==> src/rtl/prog_loader.sv <==
// prog_loader: packs a little-endian byte stream into 32-bit words and writes program memory from address 0,
// holding cpu_reset until the image is in. Define CHECKSUM_EN to require a trailing XOR checksum byte.
module prog_loader #(
  parameter int ADDR_W = 8
) (
  input  logic              clk,
  input  logic              reset,
  input  logic [7:0]        in_data,
  input  logic              in_valid,
  output logic              in_ready,
  input  logic              reload,
  output logic              mem_we,
  output logic [ADDR_W-1:0] mem_addr,
  output logic [31:0]       mem_wdata,
  output logic              cpu_reset,
  output logic              load_done,
  output logic              load_err,
  output logic [ADDR_W:0]   words_loaded
);
  localparam logic [16:0] DEPTH = 17'(1) << ADDR_W;

  typedef enum logic [2:0] {
    LEN0, LEN1, DATA, WRITE, DONE, ERR
`ifdef CHECKSUM_EN
    , CHK
`endif
  } state_t;

  state_t      state;
  logic [1:0]  byte_idx;
  logic [15:0] len;
  logic [23:0] word_lo;
  logic        xfer;
  logic [16:0] len_in;
  logic [15:0] next_count;

  assign xfer       = in_valid && in_ready;
  assign len_in     = {1'b0, in_data, len[7:0]};
  assign next_count = 16'(words_loaded) + 16'd1;

  always_comb begin
    in_ready = 1'b0;
    case (state)
      LEN0, LEN1, DATA: in_ready = 1'b1;
`ifdef CHECKSUM_EN
      CHK:              in_ready = 1'b1;
`endif
      default:          in_ready = 1'b0;
    endcase
  end

  // Lower three bytes of the word being assembled; the top byte goes straight to mem_wdata.
  always_ff @(posedge clk) begin
    if (state == DATA && xfer) begin
      case (byte_idx)
        2'd0:    word_lo[7:0]   <= in_data;
        2'd1:    word_lo[15:8]  <= in_data;
        2'd2:    word_lo[23:16] <= in_data;
        default: word_lo        <= word_lo;
      endcase
    end
  end

`ifdef CHECKSUM_EN
  logic [7:0] csum;

  always_ff @(posedge clk or posedge reset) begin
    if (reset)
      csum <= '0;
    else if ((state == DONE || state == ERR) && reload)
      csum <= '0;
    else if (state == DATA && xfer)
      csum <= csum ^ in_data;
  end
`endif

  always_ff @(posedge clk or posedge reset) begin
    if (reset) begin
      state        <= LEN0;
      cpu_reset    <= 1'b1;
      mem_we       <= 1'b0;
      mem_addr     <= '0;
      mem_wdata    <= '0;
      load_done    <= 1'b0;
      load_err     <= 1'b0;
      words_loaded <= '0;
      byte_idx     <= '0;
      len          <= '0;
    end else begin
      mem_we <= 1'b0;
      case (state)
        LEN0: begin
          if (xfer) begin
            len[7:0] <= in_data;
            state    <= LEN1;
          end
        end
        LEN1: begin
          if (xfer) begin
            len[15:8] <= in_data;
            if (len_in == 17'd0) begin
`ifdef CHECKSUM_EN
              state <= CHK;
`else
              state     <= DONE;
              cpu_reset <= 1'b0;
              load_done <= 1'b1;
`endif
            end else if (len_in > DEPTH) begin
              state    <= ERR;
              load_err <= 1'b1;
            end else begin
              state <= DATA;
            end
          end
        end
        DATA: begin
          if (xfer) begin
            byte_idx <= byte_idx + 2'd1;
            if (byte_idx == 2'd3) begin
              state     <= WRITE;
              mem_we    <= 1'b1;
              mem_addr  <= words_loaded[ADDR_W-1:0];
              mem_wdata <= {in_data, word_lo};
            end
          end
        end
        WRITE: begin
          words_loaded <= words_loaded + (ADDR_W+1)'(1);
          if (next_count == len) begin
`ifdef CHECKSUM_EN
            state <= CHK;
`else
            state     <= DONE;
            cpu_reset <= 1'b0;
            load_done <= 1'b1;
`endif
          end else begin
            state <= DATA;
          end
        end
`ifdef CHECKSUM_EN
        CHK: begin
          if (xfer) begin
            if (in_data == csum) begin
              state     <= DONE;
              cpu_reset <= 1'b0;
              load_done <= 1'b1;
            end else begin
              state    <= ERR;
              load_err <= 1'b1;
            end
          end
        end
`endif
        DONE: begin
          if (reload) begin
            state        <= LEN0;
            cpu_reset    <= 1'b1;
            load_done    <= 1'b0;
            words_loaded <= '0;
            byte_idx     <= '0;
            len          <= '0;
          end
        end
        ERR: begin
          if (reload) begin
            state        <= LEN0;
            load_err     <= 1'b0;
            words_loaded <= '0;
            byte_idx     <= '0;
            len          <= '0;
          end
        end
        default: state <= LEN0;
      endcase
    end
  end
endmodule

==> config.mk <==
export PLATFORM = sky130hd
export DESIGN_NAME = prog_loader
export DESIGN_NICKNAME = d
export VERILOG_FILES = /design/src/rtl/prog_loader.sv
export SDC_FILE = /design/constraint.sdc
export NUM_CORES = 1
export LEC_CHECK = 0
export ABC_AREA = 1
export CAP_MARGIN = 40
export CORE_ASPECT_RATIO = 0.6
export CORE_MARGIN = 10
export CORE_UTILIZATION = 48
export CTS_CLUSTER_SIZE = 14
export DETAILED_ROUTE_END_ITERATION = 10
export PLACE_DENSITY = 0.79
export SYNTH_ARGS = -nofsm -noshare
export SYNTH_HDL_FRONTEND = slang
export SYNTH_SLANG_ARGS = --single-unit
==> constraint.sdc <==
create_clock -name clk -period 2.3 [get_ports clk]
set_input_delay 0.575 -clock clk [delete_from_list [all_inputs] [get_ports clk]]
set_output_delay 0.575 -clock clk [all_outputs]
set_load 0.02 [all_outputs]
==> impl_results.md, run 1 <==
- Number of CTS-inserted buffers: 9
- Synth Instances: 468
- Final RePlAce weighted congestion: 0.8739
- Design Area, Final: 5448 um2
- Starting Density: 50.03%
- DRC viols: 0
- Final WL: 10.74 mm
- Reg area: 2574 um2
- Remaining Overflow, GRT: 0
- First-pass GRT wire length: 17.66 mm
- CP max stage cell: clkdlybuf4s50_1
- Ant. Diodes: 0
- Die Footprint: 13300 um2
- DR WL/cell: 16.13 um
- VDD IR-drop max: 463.3 uV
- Core area: 8621 um2
- DR pass1 iterations: 5
- Final hold vios: 0
- CTS tree: built
- Final ANT Viol Nets: 0
- Final-report max-slew violation count: 0
- Max-cap violations: 0
- Most frequent cells in the layout: nand2_1, dfrtp_1, clkdlybuf4s50_1
- Vias in the first global route: 3475
- CP Max Fanout: 2
- CP Class: reg -> out
- Initial detailed-routing violation count: 389
- IO buf count: 65
- FP Rows: 26
- Reg2reg start: words_loaded[0]
- Crit. End Element: output pin
- Power Dens Cells: 920.5 nW/um2
- Worst Path Arrival: 1.49 ns
- Minimum clock period: 2.066 ns
- Fraction of layout cells with a size suffix above 1: 11.73%
- CP Cell Sequence: clkdlybuf4s50_1
- CTS HTree Levels: 3
- Setup tns final: 0 ns
- Met3 GRT Util: 4.798%
- Multi-input gate area: 1446 um2
- FF+latch count, synth: 98
- Clk_skew: 0.006656 ns
- Leakage power: 2.516 nW
- CTS sink cnt: 98
- Syn Nets: 485
- Mapped Area: 4313 um2
- Setup violators final: 0
- WP data required: 1.73 ns
- Setup crit start: cpu_reset
- Io pins: 66
- Post-route clock period utilization: 89.83%
- Nets: 566
- Most Crowded Layer GR: met2
- Via density: 5.230
- Clock Pin Slew Worst Setup and Hold Paths: 0.07 ns
- Largest net degree at the start of global routing: 35
- Min-Delay Path Class: reg -> reg
- DP Area: 5159 um2
- Die height: 93.43 um
- Delay-heaviest family, CP: buffers and inverters
- Total track usage: 16.55%
- Sequential area share after synthesis: 59.68%
- Max Fclk: 0.4840 GHz
- DP HPWL: 8.007 mm
- Most common cell after layout, fill and taps aside: nand2_1
- Filler cell count: 654
- Worst Tran Pin Value: 0.4232 ns
- Root Buffer: clkbuf_16
- Slew HR: 71.78%
- RSZ-0062 raised after global routing: no
- Initial antenna violation count: 0
- Synth-to-Final Area Change: 26.31%
- Hold Crit Start: word_lo[0]
- Die width: 142.4 um
- Average size of a mapped cell: 9.216 um2
- Postcts setup bufs: 0
- CTS Buffer Depth: 2
- Worst Path Buf+Inv: 1
- M1 GR Usage: 21.80%
- Post-synth cell types: 30
- Vias: 3483
- CP max stage delay: 0.61 ns
- Reg2reg setup slack: 0.30 ns
- Status: complete, no violations
- Clock Latency Late Sink: 0.34 ns
- Critical Path Start Type: flop
- Met2 Usage GRT: 26.00%
- Yosys Warn Count: 0
synth_stat cells:
master	count	area share, %
and2_1	1	0.15
inv_2	8	0.70
nor2_2	6	0.87
nand4_4	1	0.49
o21a_1	1	0.17
nand2_2	3	0.44
inv_1	47	4.1
clkbuf_1	1	0.087
nor3_1	5	0.58
dfrtp_1	73	42
o21ai_0	23	2.7
o21ai_1	6	0.70
dfstp_2	1	0.61
ha_1	5	1.5
nand3_1	21	2.4
buf_2	3	0.35
nor2_1	31	2.7
a21oi_1	6	0.70
nor2_8	1	0.46
o21ai_2	7	1.4
o31ai_1	3	0.52
nand4_1	5	0.73
buf_6	6	1.6
nor2_4	2	0.52
o31ai_2	2	0.58
edfxtp_1	24	17
nand3_2	1	0.23
nor3_2	1	0.23
o22ai_1	6	0.87
nand2_1	168	15
state kept, by name, summed over array words and instances (netlist names):
signal / cells
mem_wdata: 32
byte_idx: 2
mem_addr: 8
mem_we: 1
word_lo: 24
words_loaded: 9
load_err: 1
load_done: 1
len: 16
state: 3
cpu_reset: 1
worst paths after layout:
| check | endpoint | cells past startpoint |
|---|---|---|
| worst min register to register | mem_wdata[0] | 2 |
| max in group asynchronous | cpu_reset | 3 |
| min in group asynchronous | mem_wdata[22] | 2 |
| worst max-delay path | cpu_reset | 1 |
| worst max register to register | load_done | 13 |
| worst min-delay path | mem_wdata[0] | 2 |
layer usage:
layer | vias up | wire (um)
met1 | 1660 | 4621
met3 | 15 | 1010
met5 | - | 0
met4 | 0 | 165
met2 | 153 | 4943
li1 | 1655 | -
cell type report:
type	count	area share, %
clock inverters	7	1.125
inverters	55	3.859
well taps	112	2.572
clock buffers	9	4.134
repair buffers	80	14.52
flip-flops and latches	98	47.24
multi-input cells	305	26.55
repair_timing:
action / CTS / global route
endpoints found under the setup margin: 0 / 1
hold buffers: 0 / 0
gates resized for setup: 0 / 1
hold endpoints to repair: 0 / 0
kinds of logic after synthesis:
family                     Yosys count  share of synthesized area (%)
AOI/OAI and AO/OA                   54                          7.630
adders and majority gates            5                          1.451
buffers and inverters               65                          6.788
DFF                                 98                          59.68
and+or+nand+nor                    246                          24.46
report_power, final:
| part | leakage, nW | internal [W] | switching (W) |
|---|---|---|---|
| clock | 0.135 | 0.000752 | 0.000678 |
| sequential | 1.21 | 0.00201 | 0.000153 |
| combinational | 1.17 | 0.000496 | 0.000929 |
| total | 2.52 | 0.00326 | 0.00176 |
metrics by stage:
step	worst slack, ns	instances	utilization [%]	hold slack, ns	total power (W)
3_3_place_gp	0.1630	650	59.84	0.4296	0.003518
6_report	0.2340	666	63.19	0.4471	0.005015
3_5_place_dp	0.09228	650	59.84	0.4334	0.003574
4_1_cts	0.01361	666	63.16	0.4494	0.005035
5_1_grt	0.08881	666	63.19	0.4686	0.005307
2_1_floorplan	0.5151	468	-	0.4254	0.003142
Power figures use the tool's default switching activity.
==> inputs of run 2 (changes only) <==
--- a/config.mk
+++ b/config.mk
@@ -13,6 +13,7 @@
 export CTS_CLUSTER_SIZE = 14
 export DETAILED_ROUTE_END_ITERATION = 10
 export PLACE_DENSITY = 0.79
+export SKIP_CTS_REPAIR_TIMING = 1
 export SYNTH_ARGS = -nofsm -noshare
 export SYNTH_HDL_FRONTEND = slang
 export SYNTH_SLANG_ARGS = --single-unit
==> results of run 2 <==
No change in the layout: final DEF, timing and power equal those of run 1.
==> inputs of run 3 (changes only) <==
--- a/config.mk
+++ b/config.mk
@@ -6,9 +6,8 @@
 export NUM_CORES = 1
 export LEC_CHECK = 0
 export ABC_AREA = 1
-export CAP_MARGIN = 40
 export CORE_ASPECT_RATIO = 0.6
-export CORE_MARGIN = 10
+export CORE_MARGIN = 3
 export CORE_UTILIZATION = 48
 export CTS_CLUSTER_SIZE = 14
 export DETAILED_ROUTE_END_ITERATION = 10
==> impl_results.md, run 3 (synthesis results as in run 1) <==
- Fraction of layout cells with a size suffix above 1: 11.25% (-0.48 points)
- Core area: 8621 um2 (unchanged)
- Comb power frac: 28.3% (about the same)
- FP Rows: 26 (unchanged)
- Vias in the first global route: 3350 (-3.6%)
- Die width: 128.4 um (-9.8%)
- CTS tree: built
- CP Max Fanout: 2 (unchanged)
- DRC viols: 0 (unchanged)
- Vias: 3452 (-0.89%)
- DR WL/cell: 15.24 um (-5.5%)
- Crit. End Element: output pin
- Post-route setup slack: 0.2435 ns (+0.009497 ns)
- Ant. Diodes: 0 (unchanged)
- Initial antenna violation count: 0 (unchanged)
- Clk network pwr share: 29.1% (+0.6 points)
- CP Class: reg -> out
- Final WL: 10.10 mm (-6.0%)
- Sequential share of power: 42.7% (-0.4 points)
- Internal power: 0.003261 W (+0.15%)
- Leading registers by flop count: mem_wdata (32), word_lo (24), len (16)
- IO buf count: 65 (unchanged)
- Starting Density: 50.03% (unchanged)
- First-pass GRT wire length: 16.82 mm (-4.8%)
- CTS HTree Levels: 3 (unchanged)
- CP max stage cell: clkdlybuf4s50_1
- Final-report max-slew violation count: 0 (unchanged)
- Status: complete, no violations
- WP data required: 1.73 ns (about the same)
- Power Dens Cells: 931.7 nW/um2 (+1.2%)
- Setup tns final: 0 ns (unchanged)
- Setup violators final: 0 (unchanged)
- Remaining Overflow, GRT: 0 (unchanged)
- CTS Buffer Depth: 2 (unchanged)
- RSZ-0062 raised after global routing: no
- Max Fclk: 0.4863 GHz (+0.46%)
- Delay-heaviest family, CP: buffers and inverters
- Switch share: 35.45% (+0.37 points)
- Nets: 563 (-0.53%)
- Final RePlAce weighted congestion: 0.9452 (+8.2%)
- Clock Latency Late Sink: 0.35 ns (about the same)
- Most frequent cells in the layout: nand2_1, dfrtp_1, clkdlybuf4s50_1
- Initial detailed-routing violation count: 332 (-15%)
- P_sw: 0.001791 W (+1.8%)
- Minimum clock period: 2.057 ns (-0.009497 ns)
- DR pass1 iterations: 4 (-1)
- Post-route clock period utilization: 89.41% (-0.41 points)
- Worst Path Buf+Inv: 1 (unchanged)
- Root Buffer: clkbuf_16
- Final ANT Viol Nets: 0 (unchanged)
- Worst Tran Pin Value: 0.9431 ns (+0.5199 ns)
- Worst Path Arrival: 1.48 ns (about the same)
- Die height: 79.43 um (-15%)
- Critical Path Start Type: flop
- CP Cell Sequence: clkdlybuf4s50_1
- Clock Pin Slew Worst Setup and Hold Paths: 0.07 ns (about the same)
- Io pins: 66 (unchanged)
- Final hold vios: 0 (unchanged)
- Synth-to-Final Area Change: 25.70%
- Max-cap violations: 0 (unchanged)
- Most common cell after layout, fill and taps aside: nand2_1
- CTS sink cnt: 98 (unchanged)
- CP max stage delay: 0.60 ns (about the same)
- Number of CTS-inserted buffers: 9 (unchanged)
- Total track usage: 21.36% (+4.8 points)
- Die Footprint: 10200 um2 (-23%)
- VDD IR-drop max: 738.9 uV (+59%)
- Clk_skew: 0.007052 ns (+0.0003954 ns)
- Largest net degree at the start of global routing: 75 (+110%)
- Leakage power: 2.505 nW (-0.44%)
- Slew HR: 37.13% (-35 points)
- Via density: 5.207 (-0.44%)
- DP HPWL: 7.280 mm (-9.1%)
- Min-Delay Path Class: reg -> reg
- Largest Register: mem_wdata
- Largest register FFs: 32 (unchanged)
- Pre-CTS setup slack: -0.07808 ns (-0.1704 ns)
==> run 3: worst paths after layout <==
check | cells after the start | slack [ns] | from | to
max | 1 | 0.24 | cpu_reset | cpu_reset
min | 2 | 0.45 | word_lo[7] | mem_wdata[7]
max reg2reg | 12 | 0.31 | words_loaded[0] | load_done
min reg2reg | 2 | 0.45 | word_lo[7] | mem_wdata[7]
max in group asynchronous | 3 | 1.27 | reset | cpu_reset
min in group asynchronous | 3 | 0.68 | reset | mem_wdata[19]
==> run 3: worst min-delay path: cells and delay by family (launching register included) <==
family	cells	cell delay, ns
flip-flops	1	0.32
AND/OR/NAND/NOR	2	0.10
==> run 3: final cells by class <==
| type | instances | area, um2 |
|---|---|---|
| clock buffer | 9 | 225.2 |
| timing repair buffer | 77 | 755.7 |
| fill | 686 | 3199 |
| clock inverter | 7 | 70.07 |
| multi-input combinational | 305 | 1446 |
| inverter | 55 | 210.2 |
| tap | 112 | 140.1 |
| sequential | 98 | 2574 |
==> run 3: power by group through the flow <==
stage | clock (W) | sequential, W | combinational [W]
finish | 0.00147 | 0.00215 | 0.00143
global route | 0.00157 | 0.00218 | 0.00158
CTS | 0.00149 | 0.00215 | 0.00142
detailed placement | 0 | 0.00218 | 0.00139
global placement | 0 | 0.00217 | 0.00133
floorplan | 0 | 0.00222 | 0.000923
==> run 3: metrics by stage <==
stage / instance area, um2 / util (%) / hold slack [ns] / cells / power (W)
6_report: 5421 / 62.89 / 0.4501 / 663 / 0.005051
5_1_grt: 5421 / 62.89 / 0.4708 / 663 / 0.005329
4_1_cts: 5419 / 62.86 / 0.4545 / 663 / 0.005061
3_5_place_dp: 5124 / 59.43 / 0.4382 / 647 / 0.003571
3_3_place_gp: 5124 / 59.43 / 0.4310 / 647 / 0.003499
2_1_floorplan: 4317 / - / 0.4254 / 468 / 0.003142
==> run 3: metal layers <==
metal / vias up / GRT usage [%] / share of wire, %
li1: 1653 / - / -
met1: 1677 / 30.95 / 47
met2: 105 / 31.98 / 45
met3: 17 / 5.615 / 6.5
met4: 0 / 5.932 / 1.3
met5: - / 0 / 0
